==> src/rtl/instr_fetch_unit_pkg.sv <==
// rtl/instr_fetch_unit_pkg.sv - shared types and constants for the instruction fetch unit
package instr_fetch_unit_pkg;

  typedef enum logic [1:0] {
    IDLE  = 2'd0,
    FETCH = 2'd1,
    DRAIN = 2'd2,
    HOLD  = 2'd3
  } fetch_state_t;

  localparam logic [31:0] NOP_WORD      = 32'h0;
  localparam logic [3:0]  TIMEOUT_LIMIT = 4'd15;

endpackage

==> src/rtl/instr_fetch_unit_skid_buf.sv <==
// rtl/instr_fetch_unit_skid_buf.sv - one-entry skid register for a fetched word the decoder could not take
module fetch_skid_buf
  import instr_fetch_unit_pkg::*;
(
  input  logic        clk,
  input  logic        reset,
  input  logic        load,
  input  logic        unload,
  input  logic        clear,
  input  logic [31:0] load_inst,
  input  logic [31:0] load_pc,
  output logic [31:0] skid_inst,
  output logic [31:0] skid_pc,
  output logic        skid_valid
);

  logic [31:0] inst_q, inst_d;
  logic [31:0] pc_q, pc_d;
  logic        valid_q, valid_d;

  always_comb begin
    inst_d  = inst_q;
    pc_d    = pc_q;
    valid_d = valid_q;
    if (clear) begin
      valid_d = 1'b0;
    end else if (load) begin
      inst_d  = load_inst;
      pc_d    = load_pc;
      valid_d = 1'b1;
    end else if (unload) begin
      valid_d = 1'b0;
    end
  end

  always_ff @(posedge clk) begin
    if (reset) begin
      inst_q  <= NOP_WORD;
      pc_q    <= 32'h0;
      valid_q <= 1'b0;
    end else begin
      inst_q  <= inst_d;
      pc_q    <= pc_d;
      valid_q <= valid_d;
    end
  end

  assign skid_inst  = inst_q;
  assign skid_pc    = pc_q;
  assign skid_valid = valid_q;

endmodule

==> src/rtl/instr_fetch_unit.sv <==
// rtl/instr_fetch_unit.sv - fetch FSM between the PC, instruction memory and decode
// Optional request timeout is enabled by defining FETCH_TIMEOUT_EN.
module instr_fetch_unit
  import instr_fetch_unit_pkg::*;
(
  input  logic        clk,
  input  logic        reset,
  input  logic [31:0] pc_addr,
  input  logic        flush,
  input  logic        dec_stall,
  output logic        imem_req,
  output logic [31:0] imem_addr,
  input  logic        imem_ack,
  input  logic [31:0] imem_rdata,
  output logic [31:0] inst_out,
  output logic [31:0] inst_pc,
  output logic        inst_valid,
  output logic        fetch_stall,
  output logic        fetch_err
);

  fetch_state_t state_q, state_d;
  logic [31:0]  inst_out_q, inst_out_d;
  logic [31:0]  inst_pc_q, inst_pc_d;
  logic         inst_valid_q, inst_valid_d;
  logic [31:0]  req_addr_q, req_addr_d;

  logic         slot_free;
  logic         req_c, stall_c;
  logic         skid_load, skid_unload, skid_clear;
  logic [31:0]  skid_inst, skid_pc;
  logic         skid_valid;
  logic         timeout;

  fetch_skid_buf u_skid (
    .clk        (clk),
    .reset      (reset),
    .load       (skid_load),
    .unload     (skid_unload),
    .clear      (skid_clear),
    .load_inst  (imem_rdata),
    .load_pc    (pc_addr),
    .skid_inst  (skid_inst),
    .skid_pc    (skid_pc),
    .skid_valid (skid_valid)
  );

  assign slot_free = !inst_valid_q || !dec_stall;

  always_comb begin
    state_d      = state_q;
    inst_out_d   = inst_out_q;
    inst_pc_d    = inst_pc_q;
    inst_valid_d = slot_free ? 1'b0 : inst_valid_q;
    req_addr_d   = req_addr_q;
    req_c        = 1'b0;
    stall_c      = 1'b1;
    imem_addr    = pc_addr;
    skid_load    = 1'b0;
    skid_unload  = 1'b0;
    skid_clear   = 1'b0;

    if (flush) begin
      stall_c      = 1'b0;
      inst_valid_d = 1'b0;
      skid_clear   = 1'b1;
    end

    case (state_q)
      IDLE: state_d = FETCH;
      FETCH: begin
        req_c = 1'b1;
        if (flush) begin
          // Without an ack the memory still owes a response for this address.
          if (!imem_ack) begin
            req_addr_d = pc_addr;
            state_d    = DRAIN;
          end
        end else if (imem_ack) begin
          stall_c = 1'b0;
          if (slot_free) begin
            inst_out_d   = imem_rdata;
            inst_pc_d    = pc_addr;
            inst_valid_d = 1'b1;
          end else begin
            skid_load = 1'b1;
            state_d   = HOLD;
          end
        end
      end
      DRAIN: begin
        req_c     = 1'b1;
        imem_addr = req_addr_q;
        if (imem_ack) state_d = FETCH;
      end
      HOLD: begin
        if (flush) begin
          state_d = FETCH;
        end else if (!dec_stall && skid_valid) begin
          inst_out_d   = skid_inst;
          inst_pc_d    = skid_pc;
          inst_valid_d = 1'b1;
          skid_unload  = 1'b1;
          state_d      = FETCH;
        end
      end
      default: state_d = IDLE;
    endcase

    if (timeout) state_d = IDLE;
  end

`ifdef FETCH_TIMEOUT_EN
  logic [3:0] cnt_q, cnt_d;
  logic       err_q, err_d;
  logic       waiting;

  // A waiting cycle never changes state, so the count only runs within one state.
  assign waiting = (state_q == FETCH || state_q == DRAIN) && !imem_ack && !flush;
  assign timeout = waiting && (cnt_q == TIMEOUT_LIMIT - 4'd1);

  always_comb begin
    cnt_d = (waiting && !timeout) ? cnt_q + 4'd1 : 4'd0;
    err_d = timeout;
  end

  always_ff @(posedge clk) begin
    if (reset) begin
      cnt_q <= 4'd0;
      err_q <= 1'b0;
    end else begin
      cnt_q <= cnt_d;
      err_q <= err_d;
    end
  end

  assign fetch_err = err_q && !reset;
`else
  assign timeout   = 1'b0;
  assign fetch_err = 1'b0;
`endif

  always_ff @(posedge clk) begin
    if (reset) begin
      state_q      <= IDLE;
      inst_out_q   <= NOP_WORD;
      inst_pc_q    <= 32'h0;
      inst_valid_q <= 1'b0;
      req_addr_q   <= 32'h0;
    end else begin
      state_q      <= state_d;
      inst_out_q   <= inst_out_d;
      inst_pc_q    <= inst_pc_d;
      inst_valid_q <= inst_valid_d;
      req_addr_q   <= req_addr_d;
    end
  end

  // Reset abandons any outstanding request immediately.
  assign imem_req    = req_c && !reset;
  assign fetch_stall = stall_c || reset;
  assign inst_out    = inst_out_q;
  assign inst_pc     = inst_pc_q;
  assign inst_valid  = inst_valid_q;

endmodule

==> config.mk <==
export PLATFORM = sky130hd
export DESIGN_NAME = instr_fetch_unit
export DESIGN_NICKNAME = d
export VERILOG_FILES = /design/src/rtl/instr_fetch_unit_pkg.sv /design/src/rtl/instr_fetch_unit_skid_buf.sv /design/src/rtl/instr_fetch_unit.sv
export SDC_FILE = /design/constraint.sdc
export NUM_CORES = 1
export LEC_CHECK = 0
export CORE_UTILIZATION = 34
export DETAILED_ROUTE_END_ITERATION = 8
export GPL_TIMING_DRIVEN = 0
export PLACE_DENSITY_LB_ADDON = 0.12
export SLEW_MARGIN = 15
export SYNTH_ARGS = -nofsm -noshare
export SYNTH_HDL_FRONTEND = slang
export SYNTH_SLANG_ARGS = --single-unit
==> constraint.sdc <==
create_clock -name clk -period 2.1 [get_ports clk]
set_clock_uncertainty 0.15 [all_clocks]
set_input_delay 0.63 -clock clk [delete_from_list [all_inputs] [get_ports clk]]
set_output_delay 0.63 -clock clk [all_outputs]
set_load 0.02 [all_outputs]
==> impl_table.tex <==
\begin{tabular}{lr}
\hline
Metric & Value \\
\hline
\multicolumn{2}{l}{\textbf{Logic synthesis}} \\
\quad Netlist cell types & 31 \\
\quad Post-Synthesis Cell Area & 0.00714 sq mm \\
\quad Total of flip-flops plus latches after synthesis & 164 \\
\quad Cell with the most instances after synthesis & sky130\_fd\_sc\_hd\_\_nand2\_1 \\
\quad Synth Flop Type & sky130\_fd\_sc\_hd\_\_dfxtp\_1 \\
\quad Share of the yosys chip area belonging to registers & 46.0\% \\
\quad Most numerous cell types in the synthesized netlist & sky130\_fd\_sc\_hd\_\_nand2\_1, sky130\_fd\_sc\_hd\_\_dfxtp\_1, sky130\_fd\_sc\_hd\_\_a21oi\_1 \\
\quad Number of warning messages in the yosys log & 0 \\
\quad Leading area contributor after synthesis & sky130\_fd\_sc\_hd\_\_dfxtp\_1 \\
\quad Average cell area after synthesis & 9.13 sq um \\
\quad Mapped Cells & 782 \\
\quad Synthesized Nets & 854 \\
\quad Count of flip-flops with a built-in enable after synthesis & 0 \\
\quad FFs w/ async S/R, synth & 0\% \\
\quad Area share of the leading cell type in the synthesized netlist & 46.0\% \\
\quad Main area contributors after synthesis & sky130\_fd\_sc\_hd\_\_dfxtp\_1, sky130\_fd\_sc\_hd\_\_a211oi\_2, sky130\_fd\_sc\_hd\_\_nand2\_1 \\
\multicolumn{2}{l}{\textbf{Cells and area}} \\
\quad Net count of the finished layout & 1076 \\
\quad Number of antenna cells inserted & 0 \\
\quad Post-route cell area & 0.0113 sq mm \\
\quad Number of filler instances in the final layout & 1889 \\
\quad Area of the multi-input gates & 0.00403 sq mm \\
\quad Sequential cell area & 0.00329 sq mm \\
\quad Fraction of final layout cells sized beyond drive strength 1 & 31.0\% \\
\quad Signed area change from the synthesized netlist to the final layout & 57.6\% \\
\multicolumn{2}{l}{\textbf{STA}} \\
\quad Max Freq & 0.398 GHz \\
\quad Post-layout worst setup margin & -0.411 ns \\
\quad Final count of negative-setup-slack endpoints & 97 \\
\quad Fraction of the cycle the final worst path needs & 120\% \\
\quad Transition time of the tightest slew-check pin & 0.861 ns \\
\quad Shortest period the worst path allows & 2.51 ns \\
\quad Number of pins exceeding their max-slew limit in the final report & 0 \\
\quad Number of failing hold endpoints at the final stage & 0 \\
\quad Relative slew slack & 42.6\% \\
\quad Setup repair after global routing missed its margin & yes \\
\multicolumn{2}{l}{\textbf{Die}} \\
\quad Initial Utilization & 34.9\% \\
\quad Die outline area & 0.0216 sq mm \\
\quad I/O pin count & 169 \\
\quad Die extent in x & 147 microns \\
\quad Floorplan core area & 0.0204 sq mm \\
\quad \# rows & 52 \\
\quad DIE HEIGHT & 147 microns \\
\multicolumn{2}{l}{\textbf{CTS}} \\
\quad H-tree depth & 4 \\
\quad Clock slew seen by the registers of the worst setup and hold paths & 0.06 ns \\
\quad Buffer cell driving the clock tree root & sky130\_fd\_sc\_hd\_\_clkbuf\_16 \\
\quad Insertion delay of the later-clocked pin in the worst-skew pair & 0.42 ns \\
\quad Max Root-Sink Buffers & 2 \\
\quad Clock tree from TritonCTS & built \\
\quad Number of buffers added to fix hold violations after cts & 0 \\
\quad Number of clock sinks & 164 \\
\quad Number of CTS-inserted buffers & 17 \\
\multicolumn{2}{l}{\textbf{Route}} \\
\quad Post-DR wirelength/cell & 17.5 microns \\
\quad Detailed-route vias per instance & 4.91 \\
\quad Antenna viol nets, final & 0 \\
\quad Via count & 6305 \\
\quad Detailed-router iteration count before antenna repair & 4 \\
\quad Remaining routing DRC violations & 0 \\
\quad Overall routed net length & 22500 microns \\
\quad Number of violations reported at the end of detailed-routing iteration 0 & 242 \\
\multicolumn{2}{l}{\textbf{Power and ir drop}} \\
\quad Leakage & 4.22 nW \\
\quad Total power divided by cell area & 836 mW/mm\^{}2 \\
\quad Worst IR Drop VDD & 562 uV \\
\quad Total power of the final layout & 9.41 mW \\
\multicolumn{2}{l}{\textbf{Critical path}} \\
\quad Element type at the critical path start & flip-flop \\
\quad Number of cells on the worst reg-to-reg path & 12 \\
\quad Reg-to-reg setup timing slack & -0.37 ns \\
\quad Buf/Inv on CP & 4 \\
\quad Startpoint of the most critical register-to-register path & state\_q[0]\$\_SDFFE\_PP0P\_ \\
\quad Required time at the worst-slack endpoint & 1.32 ns \\
\quad Critical path's largest stage delay & 0.34 ns \\
\quad Largest fanout of any net on the critical path & 6 \\
\quad Arr. time, crit path & 1.73 ns \\
\quad Kind of capture point of the worst setup path & output port \\
\quad Launching instance or port of the critical path & state\_q[0]\$\_SDFFE\_PP0P\_ \\
\quad CP Cell Sequence & inv\_2 > ha\_4 > buf\_12 > clkbuf\_16 > mux2\_4 > buf\_6 \\
\quad End of the worst register-to-register path & inst\_out[31]\$\_SDFFE\_PP0P\_ \\
\quad Critical path capture point & imem\_addr[21] \\
\quad Critical-path cell with the highest stage delay & sky130\_fd\_sc\_hd\_\_dfxtp\_2 \\
\quad Type of the worst setup path & reg -> out \\
\quad Crit. path cell count & 6 \\
\quad Worst path top cell family by delay & buffers and inverters \\
\multicolumn{2}{l}{\textbf{Min path}} \\
\quad Hold WC Path Type & reg -> reg \\
\quad Worst hold path cell count & 2 \\
\multicolumn{2}{l}{\textbf{Placed design}} \\
\quad Half-perimeter wire length after detailed placement & 14200 microns \\
\quad Cell Area, Placed & 0.00915 sq mm \\
\quad Weighted congestion at the end of routability-driven global placement & 0.734 \\
\quad Quantity of I/O buffers inserted on ports & 166 \\
\multicolumn{2}{l}{\textbf{GRT}} \\
\quad Number of antenna violations at the first check in global routing & 0 \\
\quad Overall routing resource usage & 21.2\% \\
\quad Number of global-route vias before repair & 6283 \\
\quad Pin count of the biggest net entering global routing & 20 \\
\quad First-pass GRT wire length & 35100 microns \\
\quad Aggregate global routing overflow & 0 \\
\multicolumn{2}{l}{\textbf{Job}} \\
\quad Number of violations of the max-capacitance limit & 0 \\
\multicolumn{2}{l}{\textbf{Outcome}} \\
\quad Violated checks & setup timing \\
\quad Run status & finished, violations left \\
\hline
\end{tabular}
==> cells in the final DEF, fill, tap and decap left out, types with 3 or more instances in the layout <==
cell	synthesis	routed
sky130_fd_sc_hd__nand2_1	194	194
sky130_fd_sc_hd__dfxtp_1	164	162
sky130_fd_sc_hd__a21oi_1	100	99
sky130_fd_sc_hd__dlygate4sd2_1	0	68
sky130_fd_sc_hd__mux2i_1	64	64
sky130_fd_sc_hd__a211oi_2	64	64
sky130_fd_sc_hd__clkdlybuf4s50_1	0	64
sky130_fd_sc_hd__nor2_4	0	50
sky130_fd_sc_hd__buf_6	9	50
sky130_fd_sc_hd__mux2_4	1	29
sky130_fd_sc_hd__clkbuf_16	0	25
sky130_fd_sc_hd__buf_12	0	19
sky130_fd_sc_hd__clkbuf_1	29	17
sky130_fd_sc_hd__buf_4	1	17
sky130_fd_sc_hd__nor2_1	67	13
sky130_fd_sc_hd__buf_16	0	10
sky130_fd_sc_hd__clkbuf_4	0	9
sky130_fd_sc_hd__buf_2	27	6
sky130_fd_sc_hd__mux2_2	32	4
sky130_fd_sc_hd__nor2_2	0	4
sky130_fd_sc_hd__bufinv_16	0	4
sky130_fd_sc_hd__inv_1	5	3
sky130_fd_sc_hd__ha_4	0	3
sky130_fd_sc_hd__clkbuf_8	0	3
==> worst min path at each step <==
stage,startpoint,to,slack (ns)
after global placement,req_addr_q[23]$_SDFFE_PP0P_,req_addr_q[23]$_SDFFE_PP0P_,0.29
after detailed placement,req_addr_q[4]$_SDFFE_PP0P_,req_addr_q[4]$_SDFFE_PP0P_,0.29
final,u_skid.skid_inst[9]$_SDFFE_PP0P_,u_skid.skid_inst[9]$_SDFFE_PP0P_,0.30
after floorplan,req_addr_q[0]$_SDFFE_PP0P_,req_addr_q[0]$_SDFFE_PP0P_,0.28
after CTS,u_skid.skid_pc[30]$_SDFFE_PP0P_,u_skid.skid_pc[30]$_SDFFE_PP0P_,0.30
after global routing,u_skid.skid_pc[0]$_SDFFE_PP0P_,u_skid.skid_pc[0]$_SDFFE_PP0P_,0.32
==> metal layers <==
layer	vias up	global-route usage (%)	share of wire (%)
met4	0	6.13	1.0
li1	3112	-	-
met2	139	34.3	47
met5	-	0	0
met3	18	4.19	4.1
met1	3036	28.4	48
==> final cells by class <==
class / count / area share [%]
plain buffers: 61 / 5.46
multi-input cells: 546 / 35.8
clock inverters: 9 / 1.38
repair buffers: 209 / 20.9
inverters: 5 / 0.167
well taps: 270 / 3.00
flip-flops and latches: 164 / 29.2
clock buffers: 20 / 4.06
==> flip-flops by register name, indices dropped and copies added (netlist names) <==
| signal | flops |
|---|---|
| state_q | 2 |
| inst_out | 32 |
| u_skid.skid_inst | 32 |
| inst_valid | 1 |
| req_addr_q | 32 |
| inst_pc | 32 |
| u_skid.skid_pc | 32 |
| u_skid.skid_valid | 1 |
==> worst min-delay path: stages (launching register included) <==
cell and delay (ns):
sky130_fd_sc_hd__dfxtp_1 0.31, sky130_fd_sc_hd__nand2_1 0.05, sky130_fd_sc_hd__a21oi_1 0.05
==> kinds of logic (layout without fill, tap and decap cells) <==
logic type / after synthesis / count (layout) / synth area share [%]
and+or+nand+nor: 272 / 272 / 14.8
AOI/OAI and AO/OA: 173 / 173 / 19.2
DFF: 164 / 164 / 46.0
muxes: 97 / 97 / 14.2
buffers and inverters: 72 / 304 / 5.26
adders and majority gates: 3 / 3 / 0.526
other: 1 / 1 / 0.0525
==> where the power goes <==
group	total, mW	leakage [nW]	internal, mW	switching (mW)
logic	2.65	2.59	1.37	1.28
registers	3.47	1.33	3.30	0.165
clock network	3.30	0.298	2.03	1.26
==> stage by stage <==
step	worst slack (ns)	hold WS [ns]	utilization (%)	TNS, ns	cells
finish	-0.411	0.302	55.1	-31.70	1284
detailed placement	-0.969	0.293	44.8	-109.26	1218
CTS	-0.423	0.305	53.8	-28.96	1279
global route	-0.459	0.318	55.1	-36.77	1284
global placement	-0.964	0.290	44.8	-108.03	1218
floorplan	-0.0114	0.283	-	-0.341	782
==> what timing repair did <==
item                       in CTS  in global routing
gates resized for setup       484                 54
cloned                         14                  4
buffers inserted               24                  3
pin swaps                       8                  5
setup endpoints to repair     245                187
(Power assumes the default switching activity.)
